==> config.mk <==
export PLATFORM = sky130hd
export DESIGN_NAME = frame_source_arbiter
export DESIGN_NICKNAME = d
export VERILOG_FILES = /design/src/rtl/lightcube_pkg.sv /design/src/rtl/src_timeout_timer.sv /design/src/rtl/frame_source_arbiter.sv
export SDC_FILE = /design/constraint.sdc
export NUM_CORES = 2
export LEC_CHECK = 0
export ABC_AREA = 1
export ABC_CLOCK_PERIOD_IN_PS = 1750
export BUFFER_PORTS_ARGS = -buffer_cell sky130_fd_sc_hd__buf_2
export CAP_MARGIN = 20
export CORE_AREA = 3 3 615 617
export DETAILED_ROUTE_END_ITERATION = 10
export DIE_AREA = 0 0 618 620
export PLACE_DENSITY_LB_ADDON = 0.15
export REMOVE_ABC_BUFFERS = 1
export SYNTH_ARGS = -nofsm -noshare
export SYNTH_HDL_FRONTEND = slang
export SYNTH_SLANG_ARGS = --single-unit
==> constraint.sdc <==
create_clock -name clk -period 1.75 [get_ports clk]
set_clock_uncertainty 0.1 [all_clocks]
set_input_delay 0.35 -clock clk [delete_from_list [all_inputs] [get_ports clk]]
set_output_delay 0.35 -clock clk [all_outputs]
set_load 0.01 [all_outputs]
==> src/rtl/lightcube_pkg.sv <==
// Shared light-cube definitions: frame geometry, mode encodings and frame-source states.
package lightcube_pkg;

   localparam int unsigned N_LAYERS   = 8;
   localparam int unsigned LAYER_BITS = 64;
   localparam int unsigned FRAME_W    = N_LAYERS * LAYER_BITS;

   localparam logic [1:0] MODE_DFLT = 2'b00;
   localparam logic [1:0] MODE_UART = 2'b01;
   localparam logic [1:0] MODE_AUTO = 2'b10;

   typedef enum logic {
      SRC_DFLT = 1'b0,
      SRC_UART = 1'b1
   } src_e;

endpackage

==> src/rtl/src_timeout_timer.sv <==
// UART-silence timer: counts while run_i, reload_i restarts from zero, expire_o pulses
// combinationally in the cycle the count sits at TIMEOUT_CYC-1 (a reload that cycle wins).
module src_timeout_timer #(
   parameter int unsigned TIMEOUT_CYC = 100_000_000
) (
   input  logic clk,
   input  logic resetn,
   input  logic run_i,
   input  logic reload_i,
   output logic expire_o
);

   localparam int unsigned TW = (TIMEOUT_CYC > 1) ? $clog2(TIMEOUT_CYC) : 1;
   localparam logic [TW-1:0] TERM = TW'(TIMEOUT_CYC - 1);

   logic [TW-1:0] cnt_q, cnt_d;

   always_comb begin
      expire_o = run_i && !reload_i && (cnt_q == TERM);
      cnt_d    = cnt_q;
      if (!run_i || reload_i || expire_o) begin
         cnt_d = '0;
      end else begin
         cnt_d = cnt_q + TW'(1);
      end
   end

   always_ff @(posedge clk or negedge resetn) begin
      if (!resetn) begin
         cnt_q <= '0;
      end else begin
         cnt_q <= cnt_d;
      end
   end

endmodule

==> src/rtl/frame_source_arbiter.sv <==
// Selects UART or default-animation frames and commits them only at full-cube scan boundaries.
// Define FRAME_DROP_CNT_EN to add the saturating drop_cnt output for overwritten pending frames.
module frame_source_arbiter
   import lightcube_pkg::*;
#(
   parameter int unsigned FRAME_W     = lightcube_pkg::FRAME_W,
   parameter int unsigned TIMEOUT_CYC = 100_000_000,
   parameter int unsigned CNT_W       = 32
) (
   input  logic               clk,
   input  logic               resetn,
   input  logic [1:0]         mode,
   input  logic [FRAME_W-1:0] uart_frame,
   input  logic               uart_valid,
   input  logic [FRAME_W-1:0] dflt_frame,
   input  logic               dflt_valid,
   input  logic               scan_done,
   output logic               dflt_enable,
   output logic               active_src,
   output logic [FRAME_W-1:0] frame_cube_flat,
   output logic [CNT_W-1:0]   frame_cnt
`ifdef FRAME_DROP_CNT_EN
   ,
   output logic [15:0]        drop_cnt
`endif
);

   src_e               state_q, state_d;
   logic [FRAME_W-1:0] pend_frame_q, pend_frame_d;
   logic               pend_vld_q, pend_vld_d;
   logic [FRAME_W-1:0] frame_q, frame_d;
   logic [CNT_W-1:0]   cnt_q, cnt_d;
   logic               auto_mode, expire, acc_uart, acc_dflt, accept, commit;

   assign auto_mode = (mode & MODE_AUTO) != '0;

   src_timeout_timer #(
      .TIMEOUT_CYC (TIMEOUT_CYC)
   ) u_timer (
      .clk      (clk),
      .resetn   (resetn),
      .run_i    (auto_mode && (state_q == SRC_UART)),
      .reload_i (uart_valid),
      .expire_o (expire)
   );

   always_comb begin
      state_d = state_q;
      case (mode)
         MODE_DFLT: state_d = SRC_DFLT;
         MODE_UART: state_d = SRC_UART;
         default: begin
            if (state_q == SRC_DFLT) begin
               state_d = uart_valid ? SRC_UART : SRC_DFLT;
            end else begin
               state_d = expire ? SRC_DFLT : SRC_UART;
            end
         end
      endcase
   end

   // Auto-mode UART takeover captures its frame in the same cycle it wins the source.
   always_comb begin
      acc_uart     = uart_valid && ((state_q == SRC_UART) || auto_mode);
      acc_dflt     = dflt_valid && (state_q == SRC_DFLT) && !acc_uart;
      accept       = acc_uart || acc_dflt;
      commit       = scan_done && pend_vld_q;
      pend_frame_d = pend_frame_q;
      if (accept) begin
         pend_frame_d = acc_uart ? uart_frame : dflt_frame;
      end
      pend_vld_d = accept || (pend_vld_q && !commit);
      frame_d    = commit ? pend_frame_q : frame_q;
      cnt_d      = commit ? (cnt_q + CNT_W'(1)) : cnt_q;
   end

   always_ff @(posedge clk or negedge resetn) begin
      if (!resetn) begin
         state_q      <= SRC_DFLT;
         pend_frame_q <= '0;
         pend_vld_q   <= 1'b0;
         frame_q      <= '0;
         cnt_q        <= '0;
      end else begin
         state_q      <= state_d;
         pend_frame_q <= pend_frame_d;
         pend_vld_q   <= pend_vld_d;
         frame_q      <= frame_d;
         cnt_q        <= cnt_d;
      end
   end

   assign active_src      = (state_q == SRC_UART);
   assign dflt_enable     = (state_q == SRC_DFLT);
   assign frame_cube_flat = frame_q;
   assign frame_cnt       = cnt_q;

`ifdef FRAME_DROP_CNT_EN
   logic [15:0] drop_q, drop_d;

   always_comb begin
      drop_d = drop_q;
      if (accept && pend_vld_q && !commit && (drop_q != 16'hFFFF)) begin
         drop_d = drop_q + 16'd1;
      end
   end

   always_ff @(posedge clk or negedge resetn) begin
      if (!resetn) begin
         drop_q <= '0;
      end else begin
         drop_q <= drop_d;
      end
   end

   assign drop_cnt = drop_q;
`endif

endmodule

Yosys cells after proc, flatten, opt, wreduce, memory -nomap -nowiden
Cells that the tools add are included.
- register bits after elaboration: 1085
- output and inout bits: 546
- word-level logic and storage cells: 35
- input port bits: 1031
- equal/unequal tests: 2
- mux-type cells: 6
- bitwise logic cells: 1
- reductions and logical operators: 18
- add/subtract/negate cells: 2
- operator list (cell ; number):
    2-to-1 mux 512 bit ; 1
    adder 32 x 1 -> 32 bit, second input constant ; 1
    adder 27 x 1 -> 27 bit, second input constant ; 1
    == test 27 bit, second input constant ; 1
    2-to-1 mux 27 bit ; 1
    logical AND 1 bit ; 8
    logical OR 1 bit ; 5
    zero test 1 bit ; 4
    2-to-1 mux 1 bit ; 3
    == test 2 x 1 -> 1 bit, second input constant ; 1
    zero test 2 bit ; 1
    one-hot mux 1 bit (2 select lines) ; 1
    inverter 1 bit ; 1

Longest topological paths before layout
- word-level depth: 6
- mapped depth: 9
- depth with buffers taken out: 9

Modules after synthesis
Synthesis repeated with hierarchy kept, for this count alone.
- cells, all modules: 4886
- area, all modules: 44780.4 um2
- by module, submodules not included (module ; area each (um2) ; cells each ; seq. area each (um2) ; instances):
    frame_source_arbiter ; 43152.6 ; 4646 ; 26475.4 ; 1
    src_timeout_timer ; 1627.8 ; 240 ; 675.6 ; 1

Worst setup path after synthesis
Ideal clock, no wire load.
- path kind: register -> register
- start point: register u_timer.cnt_q[0]
- end point: register u_timer.cnt_q[16]
- setup slack: 0.199 ns
- data required time: 1.532 ns
- buffers on the path: 1
- data arrival time: 1.332 ns
- setup time: 0.118 ns
- period minus slack after synthesis: 1.551 ns
- stages on the path, launching flop included: 10
- cell sequence: dfrtp_1 ha_1 nand3_1 inv_1 nand2_2 nor2_1 nand2_1 nand2_2 buf_6 nor2_1
- word-level cells in the longest chain between the ends: 4
- elaborated cells on any way between the ends: 5
- classes of those cells: 1 x add/sub; 1 x eq/ne; 1 x mux; 2 x reduce/logical
- ends and longest elaborated chain (item ; line ; source):
    start: declaration ; src_timeout_timer.sv:16 ; logic [TW-1:0] cnt_q, cnt_d;
    start signal: assignment ; src_timeout_timer.sv:32 ; cnt_q <= cnt_d;
    parallel branches: the longest is 3 deep, another holds adder 27 x 1 -> 27 bit ; -- ;
    2-to-1 mux 27 bit * ; src_timeout_timer.sv:21 ; if (!run_i || reload_i || expire_o) begin
    net u_timer.cnt_d[16] ; src_timeout_timer.sv:16 ;
Mark *: on every way through the listed nets, which the timed path passes.
A chain may end at the register's enable or synchronous reset.

Worst setup path in the final report
- start point: register state_q, in the netlist active_src
- end point: register pend_frame_q[195]
- word-level cells in the longest chain between the ends: 5
- elaborated cells on any way between the ends: 8
- classes of those cells: 1 x mux; 1 x bitwise; 6 x reduce/logical
- ends and longest elaborated chain (item ; line ; source):
    start: declaration ; frame_source_arbiter.sv:28 ; src_e state_q, state_d;
    start signal: assignment ; frame_source_arbiter.sv:85 ; state_q <= state_d;
    logical OR 1 bit ; frame_source_arbiter.sv:64 ; acc_uart = uart_valid && ((state_q == SRC_UART) || auto_mode);
    logical AND 1 bit ; frame_source_arbiter.sv:64 ;
    zero test 1 bit ; frame_source_arbiter.sv:65 ; acc_dflt = dflt_valid && (state_q == SRC_DFLT) && !acc_uart;
    logical AND 1 bit ; frame_source_arbiter.sv:65 ;
    logical OR 1 bit ; frame_source_arbiter.sv:66 ; accept = acc_uart || acc_dflt;
    end signal: assignment ; frame_source_arbiter.sv:86 ; pend_frame_q <= pend_frame_d;
    end: declaration ; frame_source_arbiter.sv:29 ; logic [FRAME_W-1:0] pend_frame_q, pend_frame_d;
Parallel ways exist; a longest one is shown, timed or not.

==> impl_metrics.ini <==
[global_routing]
grt-ovfl-total = 0
grt_usage_pct = 14.5
antenna_found_initial = 127
grt_max_degree = 68
grt_pass1_wl_mm = 395
first_global_vias = 48901

[critical_path]
cp.arrival_ns = 2.68
crit_fanout = 9
end_kind = flop
crit_type = flop to flop
start_kind = flop
required_ns = 2.34

[synth]
yosysUniqueCellTypes = 31
synth_largest_area_cell = dfrtp_1
synthXorXnorAreaFrac_pct = 0.628
synth.avg_cell_area_um2 = 9.39
synthFlopType = dfrtp_1
synth_adder_area_share_pct = 0.0544
synth_most_common_cell = dfrtp_1
synth_edf_count = 0
synthTopCellsByArea = dfrtp_1, o221ai_1, inv_1
synth_compound_area_share_pct = 15.4
synthMuxAreaShare_pct = 0.0462
netlist_instances = 4901
synthSimpleGateAreaFrac_pct = 12.6
synth_common_cells = dfrtp_1, inv_1, nand2_1
async_flop_share_pct = 100
ys_ff_latch = 1085
synth_seq_area_share_pct = 59.0
ys_warn_count = 0
synth_area_um2 = 46000
synth_top_family_by_area = compound AO/OA/AOI/OAI gates
netlist.area_leader.share_pct = 59.0

[sta]
hold_viol = 0
slew_headroom_pct = 53.8
drv_slew = 0
post-route-min-period_ns = 2.10
fmax_ghz = 0.477
post-route-period-util_pct = 120
worst_slack_ns = -0.346
holdWs_ns = 0.157
setup_violations = 1058
rsz0062_at_grt = yes
setup_tns_ns = -142.65
worst_pin_slew_ns = 0.693

[floorplan]
core_um2 = 372000
die_w_um = 618
top_level_ports = 1577
fp.dieH_um = 620
dieArea_um2 = 383000
fp-row-count = 224
start_util_pct = 12.4

[routing]
drt-total-wl_mm = 303
vias = 48417
wl_per_cell_um = 23.4
antenna_left = 0
vias_per_cell = 3.73
drcViolationCount = 0
first_pass_iters = 5
drt_iter0_markers = 2883

[clock_network]
htree_levels = 4
numCtsBuffers = 154
cts.clk_slew.worst_paths_ns = 0.06
clock-sinks = 1085
clk_latency_ns = 0.82
cts_tree = built
clockBufferDepth = 4
cts_root_buffer = clkbuf_16

[pwr]
powerDensity_nw_per_um2 = 994
leakage_nw = 40.4
irDropWorstVdd_mv = 0.654

[run_status]
status = finished, violations left
violations = negative setup slack

[cells_and_area]
design_area_um2 = 86200
nets = 8899
drive_gt1_share_pct = 35.3
nFillCells = 40490
area_growth_pct = 87.3

[placed_design]
place_ws_ns = -0.386
numPortBuffers = 1576
postPlaceCellArea_um2 = 62000
hpwlAfterDp_mm = 218
gp_congestion = 0.846

[run]
drv_cap = 0

[hold_path]
hp-class = input port to flop
-- layout make-up --
cell class	instances	area (um2)	area share, %
Antenna cell	43	108	0.125
Clock buffer	238	4620	5.36
Clock inverter	28	348	0.404
Inverter	1072	4060	4.71
Multi-Input combinational cell	2404	16100	18.7
Sequential cell	1085	27200	31.5
Tap cell	4972	6220	7.22
Timing Repair Buffer	3149	27600	32.0
-- final timing paths --
path                                       from                   end  slack [ns]  cells past startpoint
max                                  active_src     pend_frame_q[195]       -0.35                      9
min                                  uart_valid     u_timer.cnt_q[21]        0.16                      6
max reg2reg                          active_src     pend_frame_q[195]       -0.35                      9
min reg2reg                frame_cube_flat[122]  frame_cube_flat[122]        0.38                      2
max in group asynchronous                resetn     pend_frame_q[458]        0.47                      4
min in group asynchronous                resetn         frame_cnt[22]        0.46                      3
-- worst max-delay path, cell delays in order (launching register included) --
cell and delay, ns:
dfrtp_1 0.39, buf_4 0.15, buf_12 0.12, o21ai_4 0.18
buf_12 0.19, buf_16 0.17, buf_16 0.20, buf_12 0.14
clkbuf_16 0.16, o221ai_1 0.11
-- timing repair --
item / in CTS / in global routing
pin swaps: 0 / 12
resized for setup: 343 / 501
setup buffers: 83 / 42
endpoints found under the hold margin: 1051 / 0
gates cloned: 66 / 79
endpoints found under the setup margin: 1058 / 1116
hold buffers: 1028 / 0
-- sequential cells by signal, indices dropped and copies added (netlist names) --
| name | cells |
|---|---|
| u_timer.cnt_q | 27 |
| frame_cnt | 32 |
| pend_frame_q | 512 |
| active_src | 1 |
| pend_vld_q | 1 |
| frame_cube_flat | 512 |
-- power by group --
| part | leakage, nW | switching (mW) | total (mW) | internal, mW |
|---|---|---|---|---|
| logic | 24.5 | 12.7 | 22.7 | 9.91 |
| clock network | 2.42 | 12.9 | 31.7 | 18.8 |
| registers | 13.5 | 1.98 | 31.3 | 29.4 |
| total | 40.4 | 27.7 | 85.7 | 58.0 |
-- kinds of logic after synthesis --
logic type / after synthesis
and+or+nand+nor: 1335
muxes: 2
xor gates and xnor gates: 33
DFF: 1085
AOI/OAI and AO/OA: 1031
adders and majority gates: 2
buffers and inverters: 1413
-- cells in the final DEF, fill, tap and decap left out, drive strengths merged, types with 2 or more instances in the layout --
cell         netlist  final
bufinv             0      4
dlygate4sd3        0   1028
xor2              19     19
nand2            669    670
o221ai           512    512
nand3            535    535
nor2             100    100
buf              252   2060
diode              0     43
nor3              11     11
xnor2             14     14
ha                 2      2
inv             1072   1077
clkbuf            89    299
o21ai            516    516
nand3b             8      8
nand4             10     10
dfrtp           1085   1085
clkinv             0     15
clkinvlp           0      4
-- stage by stage --
stage / cells / utilization [%] / total power, mW
floorplan: 4560 / - / 36.1
global placement: 11401 / 16.7 / 48.3
detailed placement: 11401 / 16.7 / 48.4
CTS: 12837 / 21.8 / 85.4
global route: 12964 / 23.1 / 90.1
finish: 12991 / 23.1 / 85.7
-- layer usage --
| layer | vias up | global-route usage (%) | wire length (um) |
|---|---|---|---|
| met5 | - | 0 | 477 |
| met1 | 23929 | 18.2 | 130000 |
| met3 | 489 | 3.35 | 18200 |
| met4 | 76 | 4.93 | 11200 |
| met2 | 1622 | 24.2 | 144000 |
| li1 | 22301 | - | - |
Note: power is estimated with default switching activity, not from simulation.
